## src/rtl/ink_bbox_scanner_if.sv

```systemverilog
// Handshake bundle between the frame buffer, the bbox scanner and the crop stage.
// Slave side is the scanner; master side is whatever feeds rows and consumes the box.
interface ink_bbox_scanner_if #(
    parameter int COLS  = 28,
    parameter int IDX_W = 5
);
    logic             Start;
    logic             Row_Valid;
    logic             Row_Ready;
    logic [COLS-1:0]  Row_Bits;
    logic             Box_Valid;
    logic             Box_Ready;
    logic [IDX_W-1:0] Row_Min;
    logic [IDX_W-1:0] Row_Max;
    logic [IDX_W-1:0] Col_Min;
    logic [IDX_W-1:0] Col_Max;
    logic             Empty;
    logic             Busy;

    modport master (
        output Start, Row_Valid, Row_Bits, Box_Ready,
        input  Row_Ready, Box_Valid, Row_Min, Row_Max, Col_Min, Col_Max, Empty, Busy
    );

    modport slave (
        input  Start, Row_Valid, Row_Bits, Box_Ready,
        output Row_Ready, Box_Valid, Row_Min, Row_Max, Col_Min, Col_Max, Empty, Busy
    );
endinterface

```

## src/rtl/ink_bbox_scanner.sv

```systemverilog
// Ink bounding-box scanner: accepts one frame row per cycle, tracks the first and
// last inked row on the fly and ORs every row into a column accumulator, then walks
// that accumulator one column per cycle to find the first/last inked column.
// The box is then held behind Box_Valid/Box_Ready until the crop stage takes it.
module ink_bbox_scanner #(
    parameter int COLS  = 28,
    parameter int ROWS  = 28,
    parameter int IDX_W = 5
) (
    input  logic GlobalClock,
    input  logic Reset_n,
    ink_bbox_scanner_if.slave bus
);

    typedef enum logic [1:0] {
        IDLE = 2'd0,
        SCAN = 2'd1,
        FIND = 2'd2,
        DONE = 2'd3
    } state_t;

    localparam logic [IDX_W-1:0] LAST_ROW = IDX_W'(ROWS - 1);
    localparam logic [IDX_W-1:0] LAST_COL = IDX_W'(COLS - 1);
    localparam logic [IDX_W-1:0] ONE      = IDX_W'(1);

    state_t           state;
    state_t           state_nxt;
    logic [IDX_W-1:0] row_cnt;
    logic [IDX_W-1:0] col_cnt;
    logic [COLS-1:0]  col_acc;
    logic             seen;
    logic             col_seen;

    logic             start_frame;
    logic             row_acc;
    logic             row_any;
    logic             col_bit;
    logic             last_col;

    // Row_Ready is a registered copy of "in SCAN", so acceptance needs no state decode.
    assign start_frame = (state == IDLE) && bus.Start;
    assign row_acc     = bus.Row_Valid && bus.Row_Ready;
    assign row_any     = |bus.Row_Bits;
    assign col_bit     = col_acc[col_cnt];
    assign last_col    = (col_cnt == LAST_COL);

    // Next-state decode; Start is only looked at in IDLE.
    always_comb begin
        state_nxt = state;
        case (state)
            IDLE: if (bus.Start) state_nxt = SCAN;
            SCAN: if (row_acc && (row_cnt == LAST_ROW)) state_nxt = FIND;
            FIND: if (last_col) state_nxt = DONE;
            DONE: if (bus.Box_Valid && bus.Box_Ready) state_nxt = IDLE;
            default: state_nxt = IDLE;
        endcase
    end

    // State register and handshake/status outputs, registered from the next state
    // so they line up with the state they describe.
    always_ff @(posedge GlobalClock or negedge Reset_n) begin
        if (!Reset_n) begin
            state         <= IDLE;
            bus.Row_Ready <= 1'b0;
            bus.Box_Valid <= 1'b0;
            bus.Busy      <= 1'b0;
        end else begin
            state         <= state_nxt;
            bus.Row_Ready <= (state_nxt == SCAN);
            bus.Box_Valid <= (state_nxt == DONE);
            bus.Busy      <= (state_nxt != IDLE);
        end
    end

    // Row pass: count rows, fold each row into col_acc, capture first/last inked row.
    // Row indices are cleared at the end of FIND when nothing was inked.
    always_ff @(posedge GlobalClock or negedge Reset_n) begin
        if (!Reset_n) begin
            row_cnt     <= '0;
            col_acc     <= '0;
            seen        <= 1'b0;
            bus.Row_Min <= '0;
            bus.Row_Max <= '0;
        end else if (start_frame) begin
            row_cnt <= '0;
            col_acc <= '0;
            seen    <= 1'b0;
        end else if (row_acc) begin
            col_acc <= col_acc | bus.Row_Bits;
            if (row_any && !seen) begin
                bus.Row_Min <= row_cnt;
                seen        <= 1'b1;
            end
            if (row_any) begin
                bus.Row_Max <= row_cnt;
            end
            // Saturate on the last row so the counter never wraps within a frame.
            if (row_cnt != LAST_ROW) begin
                row_cnt <= row_cnt + ONE;
            end
        end else if ((state == FIND) && last_col && !seen) begin
            bus.Row_Min <= '0;
            bus.Row_Max <= '0;
        end
    end

    // Column pass: one accumulator bit per FIND cycle; first hit sets Col_Min,
    // every hit moves Col_Max. Empty is resolved on the final column.
    always_ff @(posedge GlobalClock or negedge Reset_n) begin
        if (!Reset_n) begin
            col_cnt     <= '0;
            col_seen    <= 1'b0;
            bus.Col_Min <= '0;
            bus.Col_Max <= '0;
            bus.Empty   <= 1'b0;
        end else if (state != FIND) begin
            col_cnt  <= '0;
            col_seen <= 1'b0;
        end else begin
            if (col_bit && !col_seen) begin
                bus.Col_Min <= col_cnt;
                col_seen    <= 1'b1;
            end
            if (col_bit) begin
                bus.Col_Max <= col_cnt;
            end
            if (!last_col) begin
                col_cnt <= col_cnt + ONE;
            end else begin
                bus.Empty <= !seen;
                // An empty frame leaves col_acc clear, so no load above competes
                // with this clear.
                if (!seen) begin
                    bus.Col_Min <= '0;
                    bus.Col_Max <= '0;
                end
            end
        end
    end

endmodule

```

## src/flat_wrapper.sv

```systemverilog
// flat-port wrapper written by rule: the top's interface ports become plain ports
module ink_bbox_scanner_flat 
#(
    parameter int COLS  = 28,
    parameter int ROWS  = 28,
    parameter int IDX_W = 5
)
  (GlobalClock, Reset_n, bus_Start, bus_Row_Valid, bus_Row_Bits, bus_Box_Ready, bus_Row_Ready, bus_Box_Valid, bus_Row_Min, bus_Row_Max, bus_Col_Min, bus_Col_Max, bus_Empty, bus_Busy);
  ink_bbox_scanner_if #(.COLS(COLS), .IDX_W(IDX_W)) bus_i ();
  input  logic GlobalClock;
  input  logic Reset_n;
  input wire logic [$bits(bus_i.Start)-1:0] bus_Start;
  input wire logic [$bits(bus_i.Row_Valid)-1:0] bus_Row_Valid;
  input wire logic [$bits(bus_i.Row_Bits)-1:0] bus_Row_Bits;
  input wire logic [$bits(bus_i.Box_Ready)-1:0] bus_Box_Ready;
  output wire logic [$bits(bus_i.Row_Ready)-1:0] bus_Row_Ready;
  output wire logic [$bits(bus_i.Box_Valid)-1:0] bus_Box_Valid;
  output wire logic [$bits(bus_i.Row_Min)-1:0] bus_Row_Min;
  output wire logic [$bits(bus_i.Row_Max)-1:0] bus_Row_Max;
  output wire logic [$bits(bus_i.Col_Min)-1:0] bus_Col_Min;
  output wire logic [$bits(bus_i.Col_Max)-1:0] bus_Col_Max;
  output wire logic [$bits(bus_i.Empty)-1:0] bus_Empty;
  output wire logic [$bits(bus_i.Busy)-1:0] bus_Busy;
  assign bus_i.Start = bus_Start;
  assign bus_i.Row_Valid = bus_Row_Valid;
  assign bus_i.Row_Bits = bus_Row_Bits;
  assign bus_i.Box_Ready = bus_Box_Ready;
  assign bus_Row_Ready = bus_i.Row_Ready;
  assign bus_Box_Valid = bus_i.Box_Valid;
  assign bus_Row_Min = bus_i.Row_Min;
  assign bus_Row_Max = bus_i.Row_Max;
  assign bus_Col_Min = bus_i.Col_Min;
  assign bus_Col_Max = bus_i.Col_Max;
  assign bus_Empty = bus_i.Empty;
  assign bus_Busy = bus_i.Busy;
  ink_bbox_scanner #(.COLS(COLS), .ROWS(ROWS), .IDX_W(IDX_W)) u_core (.GlobalClock(GlobalClock), .Reset_n(Reset_n), .bus(bus_i));
endmodule
```

## config.mk

```make
export PLATFORM = sky130hd
export DESIGN_NAME = ink_bbox_scanner_flat
export DESIGN_NICKNAME = d
export VERILOG_FILES = /design/src/rtl/ink_bbox_scanner_if.sv /design/src/rtl/ink_bbox_scanner.sv /design/src/flat_wrapper.sv
export SDC_FILE = /design/constraint.sdc
export NUM_CORES = 1
export LEC_CHECK = 0
export ABC_AREA = 1
export CAP_MARGIN = 20
export CORE_MARGIN = 3
export CORE_UTILIZATION = 53
export DETAILED_ROUTE_END_ITERATION = 12
export PLACE_DENSITY = 0.84
export SYNTH_ARGS = -nofsm -noshare
export SYNTH_HDL_FRONTEND = slang
export SYNTH_SLANG_ARGS = --single-unit
```

## constraint.sdc

```tcl
create_clock -name GlobalClock -period 2.13 [get_ports GlobalClock]
set_input_delay 0.3195 -clock GlobalClock [delete_from_list [all_inputs] [get_ports GlobalClock]]
set_output_delay 0.3195 -clock GlobalClock [all_outputs]
set_load 0.05 [all_outputs]
```

==> results.toml <==
[job]
drv_cap = 0

[sta]
rsz0062_at_grt = "no"
period_needed_ns = 1.86
setup_ws_ns = 0.266
clock_skew_ns = 0.00670
period_share = 0.875
maxSlewHeadroom = 0.658
max_freq_mhz = 536
hold_viol_final = 0
setup_viol = 0
tightest_slew_ns = 0.513
drv_slew = 0
fin_setup_tns_ns = 0

[clock_tree]
clk_latency_ns = 0.34
cts_sinks = 66
clock_path_buffers = 2
cts_tree = "built"
cts.htree.levels = 3
cts_resized = 0
path_clk_slew_ns = 0.07
cts_made_buffers = 9
cts_root_buf = "clkbuf_8"
postCtsSetupRepairBufs = 0

[synth]
netlist_area_mm2 = 0.00341
synth_top_area_frac = 0.484
yosysUniqueCellTypes = 30
synthMuxAreaShare = 0
synth_edf_count = 0
synthCells = 452
ys_ff_latch = 66
synth_fp_nets = 487
syn_area_per_cell_um2 = 7.54
synth_top_family_by_area = "simple AND/OR/NAND/NOR gates"
synthFlopType = "dfrtp_1"
synth-xor-area-share = 0
async_flop_share = 1.00
synth_top_area_cell = "dfrtp_1"
yosysSeqAreaShare = 0.484
yosysWarnings = 0
synth_compound_area_frac = 0.126
synth_area_leaders = "dfrtp_1 48%, inv_1 12%, nand2_1 12%"
synth_commonest_cells = "112 x inv_1, 112 x nand2_1, 66 x dfrtp_1"
synth-adder-area-share = 0.00734
synth_simple_gate_area_share = 0.229

[cells_and_area]
diodes = 0
final_cell_area_mm2 = 0.00426
layout.nets = 550
drive_above_1_share = 0.0846
syn_to_final_growth_pct = 25.0

[run_status]
outcome = "completed"

[grt]
grt_max_degree = 33
grt_pass1_vias = 3019
grt_use_total = 0.230
antenna_found_initial = 0
overflow = 0
grt_pass1_wl_um = 13500

[placed_design]
hpwl_um = 5810
port_buffers = 56
pre_cts_ws_ns = 0.186
routabilityCongestion = 0.819
post_dp_cell_area_mm2 = 0.00403

[die]
io_pins = 57
die_w_um = 86.2
die_h_um = 86.2
initial_core_util = 0.563
rows = 28
coreArea_mm2 = 0.00606
dieArea_mm2 = 0.00743

[critical_path]
critPathLaunchType = "register"
critPathCaptureType = "register"
critPathMaxFanout = 10
required_ns = 2.34
critPathKind = "register to register"
reg2reg_slack_ns = 0.27
crit_arrival_ns = 2.08

[power]
leakage_nw = 2.25
p_per_area_mw_per_mm2 = 1100
ir_drop_v = 0.000862

[hold_path]
worst_hold_path_type = "input port to async pin"

[route]
wirelength_um = 8140
drtIter0Drc = 221
drc = 0
detail-route-antenna-nets = 0
num_vias = 3146
wl_per_cell_um = 13.7
vias_per_cell = 5.29
first_pass_iters = 5
==> critical path: stages (launching register included) <==
cell and delay (ns):
dfrtp_1 0.39, ha_1 0.18, inv_1 0.08, nor2_4 0.10, nand3_2 0.12, nor2_1 0.17, nand2_1 0.13, a21oi_4 0.17
o211ai_2 0.22, nand2_1 0.11, o21ai_1 0.07
==> registers in the layout (all words and copies together) (netlist names), 2 cells and up <==
name / cells
u_core.col_cnt: 5
u_core.bus.Row_Min: 5
u_core.bus.Col_Max: 5
u_core.row_cnt: 5
u_core.bus.Col_Min: 5
u_core.col_acc: 28
u_core.state: 2
u_core.bus.Row_Max: 5
==> path summary, 6_finish.rpt <==
path | startpoint | depth (start not counted) | to
worst min-delay path | Reset_n | 2 | u_core.col_acc[3]
worst max-delay path | u_core.col_cnt[0] | 10 | u_core.bus.Row_Min[3]
worst max register to register | u_core.col_cnt[0] | 10 | u_core.bus.Row_Min[3]
worst min register to register | u_core.bus.Row_Max[4] | 2 | u_core.bus.Row_Max[4]
min in group GlobalClock | u_core.bus.Row_Max[4] | 2 | u_core.bus.Row_Max[4]
max in group asynchronous | Reset_n | 3 | u_core.bus.Row_Max[2]
==> cells in the final DEF (no fill, tap or decap), types with 2 or more instances in the layout <==
cell | Yosys | final
o21ai_0 | 45 | 45
nand2_1 | 112 | 112
a21oi_2 | 4 | 4
nor3_1 | 2 | 2
clkdlybuf4s50_1 | 0 | 55
inv_2 | 2 | 2
inv_1 | 112 | 112
o21ai_1 | 7 | 7
nand2_2 | 6 | 6
nand4_1 | 8 | 8
clkinv_2 | 0 | 2
a21oi_1 | 15 | 15
dfrtp_1 | 66 | 66
clkbuf_8 | 0 | 10
nor2_1 | 16 | 16
nand3_1 | 28 | 28
bufinv_16 | 0 | 2
ha_1 | 2 | 2
buf_4 | 0 | 8
nor2_4 | 2 | 2
==> through the flow <==
step	utilization	total power [mW]	hold slack (ns)	std cells
finish	0.703	4.70	0.481	595
global route	0.703	4.99	0.531	595
CTS	0.703	4.70	0.495	595
detailed placement	0.665	3.51	0.323	578
global placement	0.665	3.43	0.314	578
floorplan	-	3.00	0.0239	452
==> report_power, final <==
part / leakage [nW] / switching (mW) / internal (mW)
registers: 0.781 / 0.179 / 1.65
clock network: 0.109 / 0.480 / 0.687
logic: 1.36 / 1.14 / 0.569
total: 2.25 / 1.80 / 2.90
==> logic make-up after synthesis <==
kind of cell | Yosys count
fa+ha+maj | 2
compound gates | 77
buf+inv | 128
simple gates | 179
flops | 66
==> timing repair <==
item                                    4_1_cts  5_1_grt
endpoints found under the setup margin        0        0
endpoints found under the hold margin        21        0
hold buffers                                  1        0
==> metal layers <==
metal	routed length [um]	global-route usage	up-vias
li1	-	-	1502
met1	3270	0.289	1503
met2	4260	0.392	124
met3	454	0.0447	17
met4	161	0.0963	0
met5	0	0	-
==> area by class of cell <==
type / instances / area, um^2
well taps: 75 / 93.8
repair buffers: 65 / 626
flip-flops and latches: 66 / 1650
fillers: 483 / 1800
clock inverters: 5 / 77.6
clock buffers: 11 / 141
inverters: 115 / 434
multi-input cells: 258 / 1240
(Power assumes the default switching activity.)
